### config.mk
export PLATFORM = sky130hd
export DESIGN_NAME = spi_master_ctrl
export DESIGN_NICKNAME = d
export VERILOG_FILES = /design/src/rtl/spi_master_ctrl.sv
export SDC_FILE = /design/constraint.sdc
export NUM_CORES = 1
export LEC_CHECK = 0
export ABC_AREA = 1
export CAP_MARGIN = 20
export CORE_MARGIN = 2
export CORE_UTILIZATION = 55
export DETAILED_ROUTE_END_ITERATION = 8
export GPL_TIMING_DRIVEN = 0
export PLACE_DENSITY_LB_ADDON = 0.2
export RECOVER_POWER = 50
export SYNTH_ARGS = -nofsm -noshare
export SYNTH_HDL_FRONTEND = slang
export SYNTH_SLANG_ARGS = --single-unit
### constraint.sdc
create_clock -name clk -period 2.92 [get_ports clk]
set_input_delay 0.292 -clock clk [delete_from_list [all_inputs] [get_ports clk]]
set_output_delay 0.292 -clock clk [all_outputs]
set_load 0.05 [all_outputs]
### src/rtl/spi_master_ctrl.sv
// spi_master_ctrl: SPI mode-0 master sending 16-bit {rw, addr[6:0], data[7:0]} register frames.
// Define SPI_MASTER_CMD_FIFO_EN to add a 4-entry command FIFO in front of the engine.
module spi_master_ctrl #(
   parameter int unsigned CLK_DIV = 4,
   parameter int unsigned CS_GAP  = 2
) (
   input  logic       clk,
   input  logic       rst,
   input  logic       cmd_valid,
   output logic       cmd_ready,
   input  logic       cmd_rw,
   input  logic [6:0] cmd_addr,
   input  logic [7:0] cmd_wdata,
   output logic       rsp_valid,
   output logic [7:0] rsp_rdata,
   output logic       busy,
   output logic       cs_n,
   output logic       sclk,
   output logic       mosi,
   input  logic       miso
);

   typedef enum logic [1:0] {IDLE, SETUP, SHIFT, GAP} state_t;

   localparam int unsigned DW = $clog2(CLK_DIV);
   localparam int unsigned GW = (CS_GAP > 1) ? $clog2(CS_GAP) : 1;
   localparam logic [DW-1:0] DIV_LAST = DW'(CLK_DIV - 1);
   localparam logic [GW-1:0] GAP_LAST = GW'(CS_GAP - 1);

   state_t        r_state, w_state_nxt;
   logic [DW-1:0] r_div, w_div_nxt;
   logic [3:0]    r_bit, w_bit_nxt;
   logic [GW-1:0] r_gap, w_gap_nxt;
   logic [15:0]   r_shreg, w_shreg_nxt;
   logic [7:0]    r_rx, w_rx_nxt;
   logic          r_rw, w_rw_nxt;
   logic          r_cs_n, w_cs_n_nxt;
   logic          r_sclk, w_sclk_nxt;
   logic          r_mosi, w_mosi_nxt;
   logic          r_rsp_valid, w_rsp_valid_nxt;
   logic [7:0]    r_rdata, w_rdata_nxt;
   logic          w_load;
   logic          w_have;
   logic [15:0]   w_frame;
   logic [15:0]   w_cmd_frame;

   assign w_cmd_frame = {cmd_rw, cmd_addr, cmd_rw ? 8'h00 : cmd_wdata};

`ifdef SPI_MASTER_CMD_FIFO_EN
   localparam bit CHAIN = 1'b1;

   logic [15:0] r_fifo [4];
   logic [1:0]  r_wr_ptr, r_rd_ptr;
   logic [2:0]  r_count;
   logic        w_push, w_pop, w_done;

   // The head entry stays queued until its frame completes, so r_count includes the frame in flight.
   assign w_done    = (r_state == SHIFT) && !r_sclk && (r_div == DIV_LAST) && (r_bit == 4'd15);
   assign w_pop     = w_done;
   assign cmd_ready = !rst && ((r_count != 3'd4) || w_pop);
   assign w_push    = cmd_valid && cmd_ready;
   assign w_have    = (r_count != 3'd0);
   assign w_frame   = r_fifo[r_rd_ptr];

   always_ff @(posedge clk) begin
      if (rst) begin
         r_wr_ptr <= '0;
         r_rd_ptr <= '0;
         r_count  <= '0;
      end else begin
         if (w_push) begin
            r_fifo[r_wr_ptr] <= w_cmd_frame;
            r_wr_ptr         <= r_wr_ptr + 2'd1;
         end
         if (w_pop) r_rd_ptr <= r_rd_ptr + 2'd1;
         r_count <= r_count + {2'b00, w_push} - {2'b00, w_pop};
      end
   end
`else
   localparam bit CHAIN = 1'b0;

   assign cmd_ready = !rst && (r_state == IDLE);
   assign w_have    = cmd_valid;
   assign w_frame   = w_cmd_frame;
`endif

   always_comb begin
      w_state_nxt     = r_state;
      w_div_nxt       = r_div;
      w_bit_nxt       = r_bit;
      w_gap_nxt       = r_gap;
      w_shreg_nxt     = r_shreg;
      w_rx_nxt        = r_rx;
      w_rw_nxt        = r_rw;
      w_cs_n_nxt      = r_cs_n;
      w_sclk_nxt      = r_sclk;
      w_mosi_nxt      = r_mosi;
      w_rsp_valid_nxt = 1'b0;
      w_rdata_nxt     = r_rdata;
      w_load          = 1'b0;
      unique case (r_state)
         IDLE: begin
            if (w_have) w_load = 1'b1;
         end
         SETUP: begin
            if (r_div == DIV_LAST) begin
               w_state_nxt = SHIFT;
               w_div_nxt   = '0;
               w_sclk_nxt  = 1'b1;
               w_bit_nxt   = '0;
               w_rx_nxt    = {r_rx[6:0], miso};
            end else begin
               w_div_nxt = r_div + 1'b1;
            end
         end
         SHIFT: begin
            if (r_div != DIV_LAST) begin
               w_div_nxt = r_div + 1'b1;
            end else if (r_sclk) begin
               w_div_nxt   = '0;
               w_sclk_nxt  = 1'b0;
               w_shreg_nxt = {r_shreg[14:0], 1'b0};
               w_mosi_nxt  = r_shreg[14];
            end else if (r_bit == 4'd15) begin
               w_state_nxt     = GAP;
               w_div_nxt       = '0;
               w_gap_nxt       = '0;
               w_cs_n_nxt      = 1'b1;
               w_mosi_nxt      = 1'b0;
               w_rsp_valid_nxt = 1'b1;
               w_rdata_nxt     = r_rw ? r_rx : 8'h00;
            end else begin
               w_div_nxt  = '0;
               w_sclk_nxt = 1'b1;
               w_bit_nxt  = r_bit + 4'd1;
               w_rx_nxt   = {r_rx[6:0], miso};
            end
         end
         GAP: begin
            if (r_gap == GAP_LAST) begin
               w_gap_nxt = '0;
               if (CHAIN && w_have) w_load = 1'b1;
               else w_state_nxt = IDLE;
            end else begin
               w_gap_nxt = r_gap + 1'b1;
            end
         end
         default: w_state_nxt = IDLE;
      endcase
      if (w_load) begin
         w_state_nxt = SETUP;
         w_shreg_nxt = w_frame;
         w_rw_nxt    = w_frame[15];
         w_cs_n_nxt  = 1'b0;
         w_mosi_nxt  = w_frame[15];
         w_sclk_nxt  = 1'b0;
         w_div_nxt   = '0;
         w_bit_nxt   = '0;
      end
   end

   always_ff @(posedge clk) begin
      if (rst) begin
         r_state     <= IDLE;
         r_div       <= '0;
         r_bit       <= '0;
         r_gap       <= '0;
         r_shreg     <= '0;
         r_rx        <= '0;
         r_rw        <= 1'b0;
         r_cs_n      <= 1'b1;
         r_sclk      <= 1'b0;
         r_mosi      <= 1'b0;
         r_rsp_valid <= 1'b0;
         r_rdata     <= '0;
      end else begin
         r_state     <= w_state_nxt;
         r_div       <= w_div_nxt;
         r_bit       <= w_bit_nxt;
         r_gap       <= w_gap_nxt;
         r_shreg     <= w_shreg_nxt;
         r_rx        <= w_rx_nxt;
         r_rw        <= w_rw_nxt;
         r_cs_n      <= w_cs_n_nxt;
         r_sclk      <= w_sclk_nxt;
         r_mosi      <= w_mosi_nxt;
         r_rsp_valid <= w_rsp_valid_nxt;
         r_rdata     <= w_rdata_nxt;
      end
   end

   assign rsp_valid = r_rsp_valid;
   assign rsp_rdata = r_rdata;
   assign busy      = (r_state != IDLE);
   assign cs_n      = r_cs_n;
   assign sclk      = r_sclk;
   assign mosi      = r_mosi;

endmodule
Yosys cells after proc, flatten, opt, wreduce, memory -nomap -nowiden

Cells that the tools add are included.

Register bits after elaboration: 45
Latch bits: 0
RAM bits: 0
Bits in read-only memories: 0
Input port bits: 20
Output and inout bits: 14
Word-level logic and storage cells: 109
Memories kept: 0

Add/subtract/negate cells: 3
$mul: 0
Div/mod/pow operators: 0
Order comparisons: 0
Eq/ne operators: 19
Shifts and indexed selects: 0
Mux-type cells: 48
Bitwise logic cells: 3
Reductions and logical operators: 23

Operators by type and width:

| operator            | number |
|---|---|
| $mux 15             | 4 |
| $mux 8              | 6 |
| $mux 1              | 21 |
| $mux 4              | 4 |
| $ne 2x2->1 const B  | 8 |
| $pmux 8 s2          | 1 |
| $ne 3x3->1 const B  | 5 |
| $mux 2              | 7 |
| $reduce_and 4->1    | 3 |
| $reduce_and 6->1    | 2 |
| $reduce_bool 2->1   | 6 |
| $reduce_and 3->1    | 3 |
| $pmux 4 s2          | 1 |
| $eq 2x2->1 const B  | 3 |
| $pmux 2 s3          | 1 |
| $reduce_bool 3->1   | 2 |
| $reduce_and 5->1    | 1 |
| $add 4x1->4 const B | 1 |
| $eq 4x4->1 const B  | 1 |
| $pmux 1 s2          | 2 |
| $pmux 2 s2          | 1 |
| $reduce_bool 4->1   | 1 |
| $reduce_or 4->1     | 1 |
| $not 1->1           | 3 |
| other kinds (8)     | 8 |

Depth between registers and ports, before layout

Depth in word-level cells: 6
Mapped depth: 11

Worst setup path before layout

No wires, ideal clock.

Path type: register to output
From: reg r_state[0]
To: out cmd_ready
Data arrival time: 1.490 ns
Required time: 2.628 ns
Setup slack: 1.138 ns
Stages on the path, launching flop included: 5
Buffers on the path: 0
Cell sequence: dfxtp_1 -> inv_1 -> ha_1 -> inv_1 -> nor2_1

Word-level cells in the longest chain between the ends: 2

Ends and longest elaborated chain:

| what                   | RTL line | RTL |
|---|---|---|
| start, declared        | 30       | `state_t r_state, w_state_nxt;` |
| start signal, assigned | 177      | `r_state <= w_state_nxt;` |
| $logic_not 2->1        | 82       | `assign cmd_ready = !rst && (r_state == IDLE);` |
| $logic_and 1x1->1      | 82       |  |
| end, declared          | 10       | `output logic cmd_ready,` |

Every way passes these cells.

Worst setup path in the final report

From: reg r_state[0]
To: reg r_rx[7]

Word-level cells in the longest chain between the ends: 3
Elaborated cells between the ends (all ways): 9

Ends and longest elaborated chain:

| what                                                                    | RTL line | RTL |
|---|---|---|
| $eq 2x2->1 / $eq 2x1->1 (equally long branches)                         | 101      | `unique case (r_state)` |
| $ne 2x2->1 (no source line) / $reduce_bool 2->1 (equally long branches) | -        |  |
| $reduce_and 5->1 (no source line)                                       | -        |  |
| end signal, assigned                                                    | 182      | `r_rx <= w_rx_nxt;` |
| end, declared                                                           | 35       | `logic [7:0] r_rx, w_rx_nxt;` |

Several ways; a longest one is shown, not always the timed one.
A chain may end at the register's enable or synchronous reset.

==> results.json <==
{
  "outcome": "finished clean",
  "antenna_found_initial": 0,
  "ys_warn_count": 0,
  "dieArea_mm2": 0.00420,
  "power_frac_seq_pct": 50.9,
  "powerDensity_mw_per_mm2": 515,
  "ctsHoldBuffers": 0,
  "insertion_delay_ns": 0.30,
  "worstReg2RegStart": "r_state[0]",
  "period_share_pct": 78.0,
  "drv_slew": 0,
  "clock_path_buffers": 2,
  "combPwrFrac_pct": 12.0,
  "fin_crit_ns": 2.28,
  "hold_viol": 0,
  "grt_overflow_total": 0,
  "endpoint_kind": "flop",
  "ys_seq_elements": 45,
  "final_util_pct": 68.7,
  "final_cell_area_mm2": 0.00248,
  "grt_max_degree": 15,
  "via_per_inst": 5.20,
  "hold_path_startpoint": "rsp_rdata[3]",
  "maxSlewHeadroom_pct": 63.0,
  "final_common_cell": "nand2_1",
  "arrival_ns": 2.47,
  "routabilityCongestion": 0.778,
  "synth_nets": 286,
  "avgSynthCellArea_um2": 7.85,
  "ios": 34,
  "cts_buffers": 5,
  "start_kind": "flop",
  "grt_pass1_vias": 1681,
  "grt_usage_pct": 22.2,
  "fillers": 316,
  "worstMarginPinSlew_ns": 0.553,
  "pwr-share-clk_pct": 37.1,
  "num_vias": 1809,
  "min_path_type": "flop to flop",
  "r2r-end": "r_rx[7]",
  "p_sw_w": 0.000315,
  "num_rows": 22,
  "cts_num_sinks": 45,
  "start_util_pct": 56.3,
  "syn_area_mm2": 0.00203,
  "wirelength_um": 4240,
  "p_total_w": 0.00128,
  "grt_pass1_wl_um": 7260,
  "r2r_slack_ns": 0.64,
  "cp_max_fo": 10,
  "fin_worst_skew_ns": 0.00593,
  "drtIter0Drc": 100,
  "worstSetupPathType": "flop to flop",
  "whs_path_depth": 2,
  "routedWlPerCell_um": 12.2,
  "netlist-cell-type-count": 28,
  "ir_drop_uv": 364,
  "syn_inst": 259,
  "yosysSeqAreaShare_pct": 44.3,
  "tns_ns": 0,
  "clock-root-buffer": "clkbuf_8",
  "dp.final_hpwl_um": 2930,
  "p_int_w": 0.000961,
  "post_cts_resized": 0,
  "hold-path-endpoint": "rsp_rdata[3]",
  "drc": 0,
  "reg2reg_depth": 9,
  "clock.fmax_ghz": 0.439,
  "die-height_um": 64.8,
  "layout.nets": 326,
  "worstPathRequired_ns": 3.12,
  "rsz0062_at_grt": "false",
  "setup_viol": 0,
  "cts_tree": "yes",
  "drive_gt1_share_pct": 6.33,
  "final_cell_mix": "nand2_1 (52), dfxtp_1 (45), nor2_1 (38), nand3_1 (27), clkdlybuf4s50_1 (26)",
  "cts.htree.levels": 2,
  "antenna_cells": 0,
  "port_buffers": 33,
  "fp.dieW_um": 64.8,
  "leakage_nw": 1.17,
  "first_pass_iters": 4,
  "sw_frac_of_total_pct": 24.7,
  "drt.antenna.violating_nets": 0,
  "max_cap_viol_count": 0,
  "coreArea_mm2": 0.00361,
  "cts_setup_buffers": 0,
  "placed_area_mm2": 0.00242,
  "clk_pin_slew_ns": 0.09,
  "areaGrowthSynthToFinish_pct": 21.9
}
==> final cells by class <==
cell class | count | area [um2] | share of cell area (%)
timing repair buffer | 33 | 330 | 13.3
sequential | 45 | 901 | 36.4
clock buffer | 6 | 72.6 | 2.93
clock inverter | 2 | 38.8 | 1.57
buffer | 13 | 65.1 | 2.63
multi-input combinational | 184 | 943 | 38.1
inverter | 17 | 66.3 | 2.68
tap | 48 | 60.1 | 2.42
==> power groups by stage <==
stage | clock network, W | registers (W) | logic, W
2_1_floorplan | 0 | 0.000670 | 0.0000904
3_3_place_gp | 0 | 0.000664 | 0.000152
3_5_place_dp | 0 | 0.000665 | 0.000155
4_1_cts | 0.000477 | 0.000650 | 0.000156
5_1_grt | 0.000503 | 0.000653 | 0.000168
6_report | 0.000473 | 0.000650 | 0.000153
==> how the worst max path moves through the flow <==
stage,slack (ns),from,end
final,0.64,r_state[0],r_rx[7]
after global routing,0.42,r_state[0],r_rx[7]
after detailed placement,0.88,rst,cmd_ready
after global placement,0.88,rst,cmd_ready
after CTS,0.67,r_state[0],busy
after floorplan,1.14,r_state[0],cmd_ready
==> critical path, cell delays in order, from the launching register on <==
cell and delay (ns):
dfxtp_1 0.36, inv_1 0.09, ha_1 0.14, clkbuf_1 0.37, inv_4 0.08, nor2_1 0.38
nor2_1 0.20, clkbuf_1 0.27, o21ai_0 0.22, nor2_1 0.06
==> stage by stage <==
stage               setup WS [ns]  cells  hold WS [ns]
floorplan                    1.14    259         0.361
global placement            0.877    340         0.455
detailed placement          0.882    340         0.460
CTS                         0.668    348         0.474
global route                0.415    348         0.502
finish                      0.642    348         0.471
==> kinds of logic (layout without fill, tap and decap cells) <==
group | Yosys count | in the layout | share of synthesized area [%]
AOI/OAI and AO/OA | 52 | 52 | 15.7
adders and majority gates | 7 | 7 | 4.31
buffers and inverters | 30 | 71 | 7.82
DFF | 45 | 45 | 44.3
and+or+nand+nor | 125 | 125 | 27.8
==> layer usage <==
metal	part of all wire, %	global-route usage (%)
met1	46	26.0
met2	49	39.0
met3	3.5	5.90
met4	0.82	7.71
met5	0	0
==> synth_stat cells <==
master,number,area share [%]
clkbuf_1,2,0.37
nand3_1,27,6.7
and2_1,1,0.31
nor2_2,1,0.31
nand4_1,2,0.62
a21oi_1,15,3.7
nor2_1,35,6.5
nand2_2,1,0.31
o21ai_1,7,1.7
clkinv_1,1,0.18
o21ai_2,1,0.43
buf_2,5,1.2
inv_1,14,2.6
nand3b_2,1,0.55
inv_2,1,0.18
nand3_2,2,0.99
a22oi_1,7,2.6
a211oi_1,1,0.37
inv_4,1,0.31
o211a_1,7,3.4
nand2_4,1,0.55
dfxtp_1,45,44
buf_6,4,2.2
buf_4,2,0.74
nand2_1,51,9.4
nor2_4,3,1.7
ha_1,7,4.3
o21ai_0,14,3.4
==> registers in the layout (all words and copies together), names as in the netlist <==
register / flops
cs_n: 1
rsp_rdata: 8
sclk: 1
r_rx: 8
r_state: 2
r_bit: 4
r_shreg: 15
mosi: 1
r_rw: 1
r_gap: 1
r_div: 2
rsp_valid: 1
(Power assumes the default switching activity.)
